[src/rtl/matrix_result_serializer.sv]
// Captures a DIM1 x DIM0 accumulator tile, requantizes each element and streams it one row per beat.
// Optional round-half-up before the shift is enabled by defining MATRIX_SERIALIZER_ROUND_EN.
module matrix_result_serializer #(
  parameter int IN_WIDTH   = 34,
  parameter int OUT_WIDTH  = 8,
  parameter int FRAC_SHIFT = 4,
  parameter int DIM0       = 2,
  parameter int DIM1       = 2,
  localparam int ROW_W     = (DIM1 > 1) ? $clog2(DIM1) : 1
) (
  input  logic                           clk,
  input  logic                           rst,
  input  logic [DIM0*DIM1*IN_WIDTH-1:0]  in_data,
  input  logic                           in_valid,
  output logic                           in_ready,
  output logic [DIM0*OUT_WIDTH-1:0]      out_data,
  output logic [ROW_W-1:0]               out_row,
  output logic                           out_last,
  output logic                           out_valid,
  input  logic                           out_ready
);

  typedef enum logic {S_IDLE, S_EMIT} state_t;

  localparam logic signed [IN_WIDTH:0] SAT_MAX =
    {{(IN_WIDTH-OUT_WIDTH+2){1'b0}}, {(OUT_WIDTH-1){1'b1}}};
  localparam logic signed [IN_WIDTH:0] SAT_MIN =
    {{(IN_WIDTH-OUT_WIDTH+2){1'b1}}, {(OUT_WIDTH-1){1'b0}}};

`ifdef MATRIX_SERIALIZER_ROUND_EN
  localparam int BIAS_POS = (FRAC_SHIFT > 0) ? FRAC_SHIFT - 1 : 0;
  localparam logic signed [IN_WIDTH:0] BIAS =
    (FRAC_SHIFT > 0) ? ((IN_WIDTH+1)'(1) << BIAS_POS) : '0;

  function automatic logic signed [IN_WIDTH:0] round_bias(input logic signed [IN_WIDTH:0] t);
    return t + BIAS;
  endfunction
`endif

  function automatic logic signed [OUT_WIDTH-1:0] saturate(input logic signed [IN_WIDTH:0] s);
    logic signed [IN_WIDTH:0] c;
    if (s > SAT_MAX)      c = SAT_MAX;
    else if (s < SAT_MIN) c = SAT_MIN;
    else                  c = s;
    return c[OUT_WIDTH-1:0];
  endfunction

  // One extra bit of headroom keeps the rounding add from wrapping near the positive limit
  function automatic logic signed [OUT_WIDTH-1:0] quant(input logic signed [IN_WIDTH-1:0] x);
    logic signed [IN_WIDTH:0] t;
    logic signed [IN_WIDTH:0] s;
    t = {x[IN_WIDTH-1], x};
`ifdef MATRIX_SERIALIZER_ROUND_EN
    t = round_bias(t);
`endif
    s = t >>> FRAC_SHIFT;
    return saturate(s);
  endfunction

  state_t                          r_state;
  logic [ROW_W-1:0]                r_row;
  logic [DIM0*DIM1*IN_WIDTH-1:0]   r_tile;
  logic                            r_valid;
  logic                            r_last;
  logic                            w_last_row;
  logic [ROW_W-1:0]                w_row_inc;

  assign w_last_row = (r_row == ROW_W'(DIM1 - 1));
  assign w_row_inc  = r_row + ROW_W'(1);
  assign in_ready   = (r_state == S_IDLE) || ((r_state == S_EMIT) && w_last_row && out_ready);

  assign out_valid  = r_valid;
  assign out_last   = r_last;
  assign out_row    = r_row;

  always_ff @(posedge clk or negedge rst) begin
    if (!rst) begin
      r_state <= S_IDLE;
      r_row   <= '0;
      r_tile  <= '0;
      r_valid <= 1'b0;
      r_last  <= 1'b0;
    end else begin
      case (r_state)
        S_IDLE: begin
          if (in_valid) begin
            r_tile  <= in_data;
            r_row   <= '0;
            r_last  <= (DIM1 == 1);
            r_valid <= 1'b1;
            r_state <= S_EMIT;
          end
        end
        S_EMIT: begin
          if (out_ready) begin
            if (!w_last_row) begin
              r_row  <= w_row_inc;
              r_last <= (w_row_inc == ROW_W'(DIM1 - 1));
            end else if (in_valid) begin
              // Chain the next tile straight onto the last beat so the stream has no bubble
              r_tile <= in_data;
              r_row  <= '0;
              r_last <= (DIM1 == 1);
            end else begin
              r_row   <= '0;
              r_last  <= 1'b0;
              r_valid <= 1'b0;
              r_state <= S_IDLE;
            end
          end
        end
        default: begin
          r_state <= S_IDLE;
          r_valid <= 1'b0;
          r_last  <= 1'b0;
        end
      endcase
    end
  end

  // Output stage: requantize the selected row straight from the tile register
  always_comb begin
    out_data = '0;
    for (int j = 0; j < DIM0; j++) begin
      out_data[j*OUT_WIDTH +: OUT_WIDTH] =
        quant(r_tile[(int'(r_row)*DIM0 + j)*IN_WIDTH +: IN_WIDTH]);
    end
  end

endmodule

[config.mk]
export PLATFORM = sky130hd
export DESIGN_NAME = matrix_result_serializer
export DESIGN_NICKNAME = d
export VERILOG_FILES = /design/src/rtl/matrix_result_serializer.sv
export SDC_FILE = /design/constraint.sdc
export NUM_CORES = 1
export LEC_CHECK = 0
export BUFFER_PORTS_ARGS = -buffer_cell sky130_fd_sc_hd__buf_2
export CAP_MARGIN = 20
export CORE_MARGIN = 2
export CORE_UTILIZATION = 50
export DETAILED_ROUTE_END_ITERATION = 8
export HOLD_SLACK_MARGIN = 0.15
export PLACE_DENSITY = 0.76
export SETUP_SLACK_MARGIN = 0.4
export SYNTH_ARGS = -nofsm -noshare
export SYNTH_HDL_FRONTEND = slang
export SYNTH_SLANG_ARGS = --single-unit
[constraint.sdc]
create_clock -name clk -period 3.7 [get_ports clk]
set_input_delay 0.185 -clock clk [delete_from_list [all_inputs] [get_ports clk]]
set_output_delay 0.185 -clock clk [all_outputs]
set_load 0.01 [all_outputs]
==> Word-level counts from Yosys, hierarchy flattened <==
Cells that the tools add are included.
{ "totals": {"elab_cells": 46, "reg_bits": 139} }
{ "classes": {"n_shift": 2, "mul": 2, "eq_ne": 4, "n_bitwise": 1, "n_reduce_logical": 6, "magnitude_cmp": 4, "mux": 21, "n_addsub": 2} }
{ "ops": {"columns": ["cell", "n"], "rows": [
  ["$mux 136", 3],
  ["$pmux 136 s2", 1],
  ["$shiftx 136x10->34", 1],
  ["$shiftx 136x9->34", 1],
  ["$gt 30x8->1 const B", 2],
  ["$lt 30x8->1 const B", 2],
  ["$mux 8", 4],
  ["$mux 1", 10],
  ["$mul 3x5->8 const B", 1],
  ["$mul 1x5->6 const B", 1],
  ["$ne 2x2->1 const B", 3],
  ["$pmux 1 s2", 3],
  ["$reduce_and 2->1", 2],
  ["$reduce_and 4->1", 1],
  ["$add 2x1->3 const B", 1],
  ["$logic_and 1x1->1", 2],
  ["$ne 2x1->1 const B", 1],
  ["$add 1x1->1 const B", 1],
  ["$logic_or 1x1->1", 1],
  ["$not 1->1", 1]
]} }

==> Depth between registers and ports, before layout <==
Gate-level depths: netlist of the first run.
{ "logic_depth": {"depth_word": 6, "depth_mapped": 8} }

==> Worst setup path after synthesis of the first run <==
No wires, ideal clock.
{ "synth_timing": {"path_kind": "register to output", "start": "register out_last (netlist name)", "end": "output port out_data[0]", "path_slack_ns": 1.997, "arrival_ns": 1.518, "t_required_ns": 3.515, "stages_incl_launch_ff": 7, "path_buffers": 2, "path_cell_list": "dfrtp_1 -> buf_6 -> buf_6 -> nor4_2 -> nand4_1 -> o22ai_2 -> o221ai_1"} }
{ "synth_rtl": {"columns": ["element", "line", "text"], "rows": [
  ["end, declared", "16", "output logic [DIM0*OUT_WIDTH-1:0] out_data,"]
]} }

==> flow_metrics.env, run 1 <==
export IMPL_startpoint="out_last"
export IMPL_worstPathRequired_ps=3510
export IMPL_nets=822
export IMPL_diodes=0
export IMPL_ys_async_sr_fraction_pct=100.0
export IMPL_cts_sinks=123
export IMPL_critPathCaptureType="output port"
export IMPL_instances_no_fill=841
export IMPL_grt_pass1_vias=5115
export IMPL_worst_pin_slew_ps=864.5
export IMPL_crit_type="flip-flop to output port"
export IMPL_r2r_slack_ps=990
export IMPL_dp_hpwl_mm=8.832
export IMPL_p_sw_share_pct=31.27
export IMPL_fmax_mhz=327.2
export IMPL_muxShareOfSynthArea_pct=31.21
export IMPL_synth_seq_area_share_pct=50.85
export IMPL_crit_end="out_data[0]"
export IMPL_comb_power_share_pct=34.6
export IMPL_synthCells=412
export IMPL_dr_pass1_iters=4
export IMPL_synth_edff_count=0
export IMPL_clk_latency_ps=420
export IMPL_numCtsBuffers=17
export IMPL_grt_pass1_wl_mm=25.16
export IMPL_antenna_found_initial=0
export IMPL_die_w_um=114.0
export IMPL_r2r_start="out_last"
export IMPL_root_buffer="clkbuf_16"
export IMPL_antenna_left=0
export IMPL_hold_path_class="primary input to asynchronous set/reset pin"
export IMPL_io_buffers=143
export IMPL_synth_seq_cells=123
export IMPL_internal_power_uw=4738
export IMPL_cts_tree="done"
export IMPL_place_inst=687
export IMPL_maxCapViolCount=0
export IMPL_clk_path_buf_depth=2
export IMPL_worstSetupStartpointType="flip-flop"
export IMPL_seq_power_share_pct=38.2
export IMPL_finalSetupViolations=0
export IMPL_reg2reg_depth=6
export IMPL_vias=4596
export IMPL_synth_ff_type="dfrtp_1"
export IMPL_dieArea_mm2=0.01300
export IMPL_row_count=40
export IMPL_power_density_mw_per_mm2=799.3
export IMPL_fill_cells=735
export IMPL_synth_common_cells="123 x dfrtp_1, 100 x mux2_4, 22 x mux2_2, 22 x nand4_1, 19 x nor4_1"
export IMPL_fin_crit_ps=3056
export IMPL_core_area_mm2=0.01191
export IMPL_timing_rr_end="r_tile[106]"
export IMPL_p_sw_uw=2156
export IMPL_wl_mm=15.91
export IMPL_yosysWarnings=0
export IMPL_gr_total_overflow=0
export IMPL_yosysUniqueCellTypes=25
export IMPL_area_growth_pct=42.48
export IMPL_irDropWorstVdd_mv=0.5080
export IMPL_wl_per_cell_um=18.92
export IMPL_yosys_top_cells_area="dfrtp_1 51%, mux2_4 25%, mux2_2 4.1%"
export IMPL_rsz0062_at_grt="no"
export IMPL_grt_max_degree=76
export IMPL_drive_above_1_share_pct=44.09
export IMPL_yosysMostFrequentCell="dfrtp_1"
export IMPL_cp_arrival_ps=2870
export IMPL_die_h_um=114.0
export IMPL_post_cts_setup_buffers=0
export IMPL_critPathMaxFanout=18
export IMPL_finalSetupTns_ps=0
export IMPL_drt_iter0_drc=232
export IMPL_yosys_area_share_simple_pct=9.425
export IMPL_drc=0
export IMPL_gp_congestion=0.7995
export IMPL_ios=160
export IMPL_syn_avg_cell_area_um2=14.69
export IMPL_synth_compound_area_share_pct=3.845
export IMPL_synth_top_cell_area_share_pct=50.85
export IMPL_synth_xor_area_share_pct=0
export IMPL_relSlewSlack_pct=42.37
export IMPL_track_usage_pct=25.49
export IMPL_pwr_share_clk_pct=27.2
export IMPL_drv_slew=0
export IMPL_status="completed"
export IMPL_synth_top_family_by_area="multiplexers"
export IMPL_synth_fa_ha_area_share_pct=0
export IMPL_syn_area_mm2=0.006053
export IMPL_power_leakage_uw=0.004060
export IMPL_synth_fp_nets=552
export IMPL_start_util_pct=50.82
export IMPL_timing_final_crit_share_pct=82.60
export IMPL_finClkSkew_ps=8.811
export IMPL_clk_pin_slew_worst_paths_ps=60
export IMPL_hold_violations=0
export IMPL_viasPerCell=5.465
export IMPL_synth_top_cell_by_area="dfrtp_1"
export IMPL_htreeDepth=4
==> sequential cells by signal, indices dropped and copies added, names as in the netlist <==
signal and cells:
out_last 1, out_valid 1, r_state 1, r_tile 120
==> cell usage in the layout, fill, tap and decap left out, drive strengths merged <==
cell         instances
nor4                22
o21ai                2
nor4b                2
nand3                5
nor2                17
a21oi               15
mux2               122
mux2i               14
o221ai              14
nand4b               2
nor3                18
clkinv               4
nand2                9
o22ai                2
clkinvlp             2
nand2b               2
nand4               22
buf                147
clkbuf              20
bufinv               6
dlygate4sd3        123
and2                 1
dfrtp              123
==> worst min path at each step <==
stage                   to  slack (ps)
3_5_place_dp   r_tile[108]         350
6_report       r_tile[114]         430
5_1_grt          out_valid         520
3_3_place_gp    r_tile[40]         330
2_1_floorplan     out_last        -110
4_1_cts        r_tile[109]         450
==> per-layer routing <==
metal	vias to the layer above	GRT usage, %	part of all wire [%]	routed length, um
met5	-	0	0	0
met4	0	14.96	4.9	773
met3	64	5.367	3.3	526
met2	153	44.13	52	8238
met1	2275	29.14	40	6369
li1	2104	-	-	-
==> power groups by stage <==
| stage | clock (uW) | sequential [uW] | combinational [uW] |
|---|---|---|---|
| 5_1_grt | 1960 | 2710 | 2550 |
| 3_5_place_dp | 0 | 2590 | 2230 |
| 6_report | 1880 | 2630 | 2390 |
| 2_1_floorplan | 0 | 2410 | 1870 |
| 4_1_cts | 1900 | 2580 | 2350 |
| 3_3_place_gp | 0 | 2530 | 2160 |
==> through the flow <==
step                hold slack (ps)  area [um2]  util [%]  total power, uW  worst slack, ps
global placement              327.2        6729     56.49             4691             1108
detailed placement            351.7        6729     56.49             4818             1052
finish                        432.4        8625     72.41             6893            643.6
floorplan                    -110.6        6053         -             4282             1997
CTS                           455.0        8625     72.41             6832            615.9
global route                  515.3        8625     72.41             7228            411.6
==> area by class of cell <==
class                      count  area, um2  area share, %
clock buffer                  20      446.7          5.179
timing repair buffer         270       1992          23.10
sequential                   123       3078          35.69
tap                          147      183.9          2.133
multi-input combinational    269       2701          31.32
inverter                       1      5.005        0.05803
clock inverter                11      217.7          2.524
==> worst max-delay path, stage by stage, from the launching register on <==
cell and delay, ps:
dfrtp_1 890, buf_4 360, nand4_1 120, nor4_1 410, nand2_1 260, o221ai_1 220
buf_2 180
==> what timing repair did <==
item | in CTS | in global routing
hold endpoints to repair | 189 | 0
gates resized for setup | 0 | 0
hold buffers | 123 | 0
==> logic make-up after synthesis <==
kind of cell | Yosys count
and+or+nand+nor | 100
DFF | 123
muxes | 136
AOI/OAI and AO/OA | 33
buffers and inverters | 20
Power figures use the tool's default switching activity.
==> run 2: changes to the inputs <==
--- a/config.mk
+++ b/config.mk
@@ -8,10 +8,10 @@
 export BUFFER_PORTS_ARGS = -buffer_cell sky130_fd_sc_hd__buf_2
 export CAP_MARGIN = 20
 export CORE_MARGIN = 2
-export CORE_UTILIZATION = 50
+export CORE_UTILIZATION = 48
 export DETAILED_ROUTE_END_ITERATION = 8
 export HOLD_SLACK_MARGIN = 0.15
-export PLACE_DENSITY = 0.76
+export PLACE_DENSITY = 0.77
 export SETUP_SLACK_MARGIN = 0.4
 export SYNTH_ARGS = -nofsm -noshare
 export SYNTH_HDL_FRONTEND = slang
==> constraint.sdc (replaced) <==
create_clock -name clk -period 2.6 [get_ports clk]
set_input_delay 0.13 -clock clk [delete_from_list [all_inputs] [get_ports clk]]
set_output_delay 0.13 -clock clk [all_outputs]
set_load 0.01 [all_outputs]
==> flow_metrics.env, run 2 (synthesis results as in run 1) <==
export IMPL_wl_mm=16.80
export IMPL_final_common_cell="buf_2"
export IMPL_start_util_pct=48.56
export IMPL_clk_latency_ps=410
export IMPL_p_total_uw=10440
export IMPL_die_w_um=116.3
export IMPL_crit_path_frequent_cell="buf_8"
export IMPL_irDropWorstVdd_mv=0.6572
export IMPL_hold_violations=0
export IMPL_grt_max_degree=72
export IMPL_critPathMaxFanout=7
export IMPL_multi_input_area_mm2=0.003059
export IMPL_largest_reg_flops=120
export IMPL_gr_total_overflow=0
export IMPL_crit_type="flip-flop to output port"
export IMPL_top_layer="met4"
export IMPL_finClkSkew_ps=6.971
export IMPL_hold_path_class="primary input to asynchronous set/reset pin"
export IMPL_fill_cells=744
export IMPL_fmax_mhz=433.7
export IMPL_cts_tree="done"
export IMPL_drt_iter0_drc=398
export IMPL_core_area_mm2=0.01247
export IMPL_track_usage_pct=24.72
export IMPL_pwr_share_clk_pct=23.0
export IMPL_die_h_um=116.3
export IMPL_root_buffer="clkbuf_16"
export IMPL_wl_per_cell_um=18.81
export IMPL_worst_pin_slew_ps=692.2
export IMPL_cts_sinks=123
export IMPL_htreeDepth=4
export IMPL_wl_met2_mm=8.882
export IMPL_cp_arrival_ps=2180
export IMPL_ios=160
export IMPL_relSlewSlack_pct=53.85
export IMPL_whs_ps=302.6
export IMPL_r2r_slack_ps=390
export IMPL_internal_power_uw=7000
export IMPL_seq_area_mm2=0.003079
export IMPL_critical_path_max_stage_delay_ps=460
export IMPL_viasPerCell=5.340
export IMPL_final_util_pct=74.06
export IMPL_row_count=41
export IMPL_power_leakage_uw=0.004272
export IMPL_finalSetupTns_ps=0
export IMPL_gp_congestion=0.8261
export IMPL_met1_length_mm=6.738
export IMPL_p_sw_uw=3438
export IMPL_met3WireLength_um=725
export IMPL_critPathCaptureType="output port"
export IMPL_io_buffers=143
export IMPL_antenna_left=0
export IMPL_seq_power_share_pct=37.1
export IMPL_worstPathRequired_ps=2470
export IMPL_area_growth_pct=52.52
export IMPL_finalSetupViolations=0
export IMPL_nets=848
export IMPL_timing_rr_end="r_tile[108]"
export IMPL_comb_power_share_pct=39.9
export IMPL_top_register="r_tile"
export IMPL_timing_final_crit_share_pct=88.68
export IMPL_dp_hpwl_mm=9.183
export IMPL_power_density_mw_per_mm2=1131
export IMPL_drc=0
export IMPL_maxCapViolCount=0
export IMPL_grt_pass1_vias=4978
export IMPL_cp_slowest_cell="dfrtp_2"
export IMPL_reg2reg_depth=8
export IMPL_vias=4769
export IMPL_p_sw_share_pct=32.94
export IMPL_drive_above_1_share_pct=50.97
export IMPL_grt_pass1_wl_mm=25.30
export IMPL_numCtsBuffers=17
export IMPL_drv_slew=0
export IMPL_antenna_found_initial=1
export IMPL_layout_common_cells="142 x buf_2, 124 x dlygate4sd3_1, 122 x dfrtp_1, 102 x mux2_4, 22 x nand4_1"
export IMPL_rsz0062_at_grt="yes"
export IMPL_fin_crit_ps=2306
export IMPL_crit_chain="buf_8 -> buf_8 -> mux2i_2 -> nor3_1 -> a21oi_1 -> o221ai_2 -> buf_2"
export IMPL_worstSetupStartpointType="flip-flop"
export IMPL_clk_pin_slew_worst_paths_ps=60
export IMPL_clk_path_buf_depth=2
export IMPL_r2r_start="out_last"
export IMPL_dr_pass1_iters=4
export IMPL_dieArea_mm2=0.01353
export IMPL_status="completed"
-- run 2: area by class of cell --
class	instances	area share, %
diodes	1	0.02710
clock buffers	24	5.326
clock inverters	7	1.220
inverters	1	0.05421
multi-input cells	270	33.13
flip-flops and latches	123	33.35
well taps	172	2.331
repair buffers	295	24.56
-- run 2: power groups by stage --
| stage | registers [uW] | clock network [uW] | logic [uW] |
|---|---|---|---|
| 2_1_floorplan | 3430 | 0 | 2660 |
| 3_3_place_gp | 3590 | 0 | 3100 |
| 3_5_place_dp | 3680 | 0 | 3200 |
| 4_1_cts | 3710 | 2430 | 3690 |
| 5_1_grt | 3990 | 2530 | 4420 |
| 6_report | 3870 | 2400 | 4160 |
-- run 2: how the worst max path moves through the flow --
stage / startpoint / depth (start not counted) / slack, ps / endpoint
floorplan: out_last / 8 / 950 / r_tile[100]
global placement: out_last / 6 / 410 / out_data[8]
detailed placement: out_last / 6 / 340 / out_data[9]
CTS: out_last / 6 / 360 / out_data[0]
global route: out_last / 7 / 230 / out_data[13]
finish: out_last / 7 / 290 / out_data[13]
-- run 2: metal layers --
| layer | vias up | track usage (%) |
|---|---|---|
| li1 | 2167 | - |
| met1 | 2382 | 29.82 |
| met2 | 182 | 42.71 |
| met3 | 38 | 5.034 |
| met4 | 0 | 11.35 |
| met5 | - | 0 |
-- run 2: through the flow --
stage          setup WS [ps]  area (um2)  cells
5_1_grt                225.2        9233    893
6_report               294.4        9233    893
3_5_place_dp           343.7        6828    716
4_1_cts                359.0        8946    880
2_1_floorplan          948.0        6053    412
3_3_place_gp           414.9        6828    716
-- run 2: critical path: cells and delay by family (launching register included) --
| family | cells | cell delay [ps] |
|---|---|---|
| AND/OR/NAND/NOR | 1 | 90 |
| multiplexers | 1 | 330 |
| flip-flops | 1 | 460 |
| AO/OA/AOI/OAI | 2 | 400 |
| buffers and inverters | 3 | 500 |
-- run 2: repair_timing --
action | in CTS | in global routing
endpoints found under the setup margin | 15 | 14
setup buffers | 9 | 11
gates cloned | 0 | 1
pin swaps | 11 | 16
hold buffers | 124 | 0
endpoints found under the hold margin | 175 | 0
resized for setup | 34 | 29
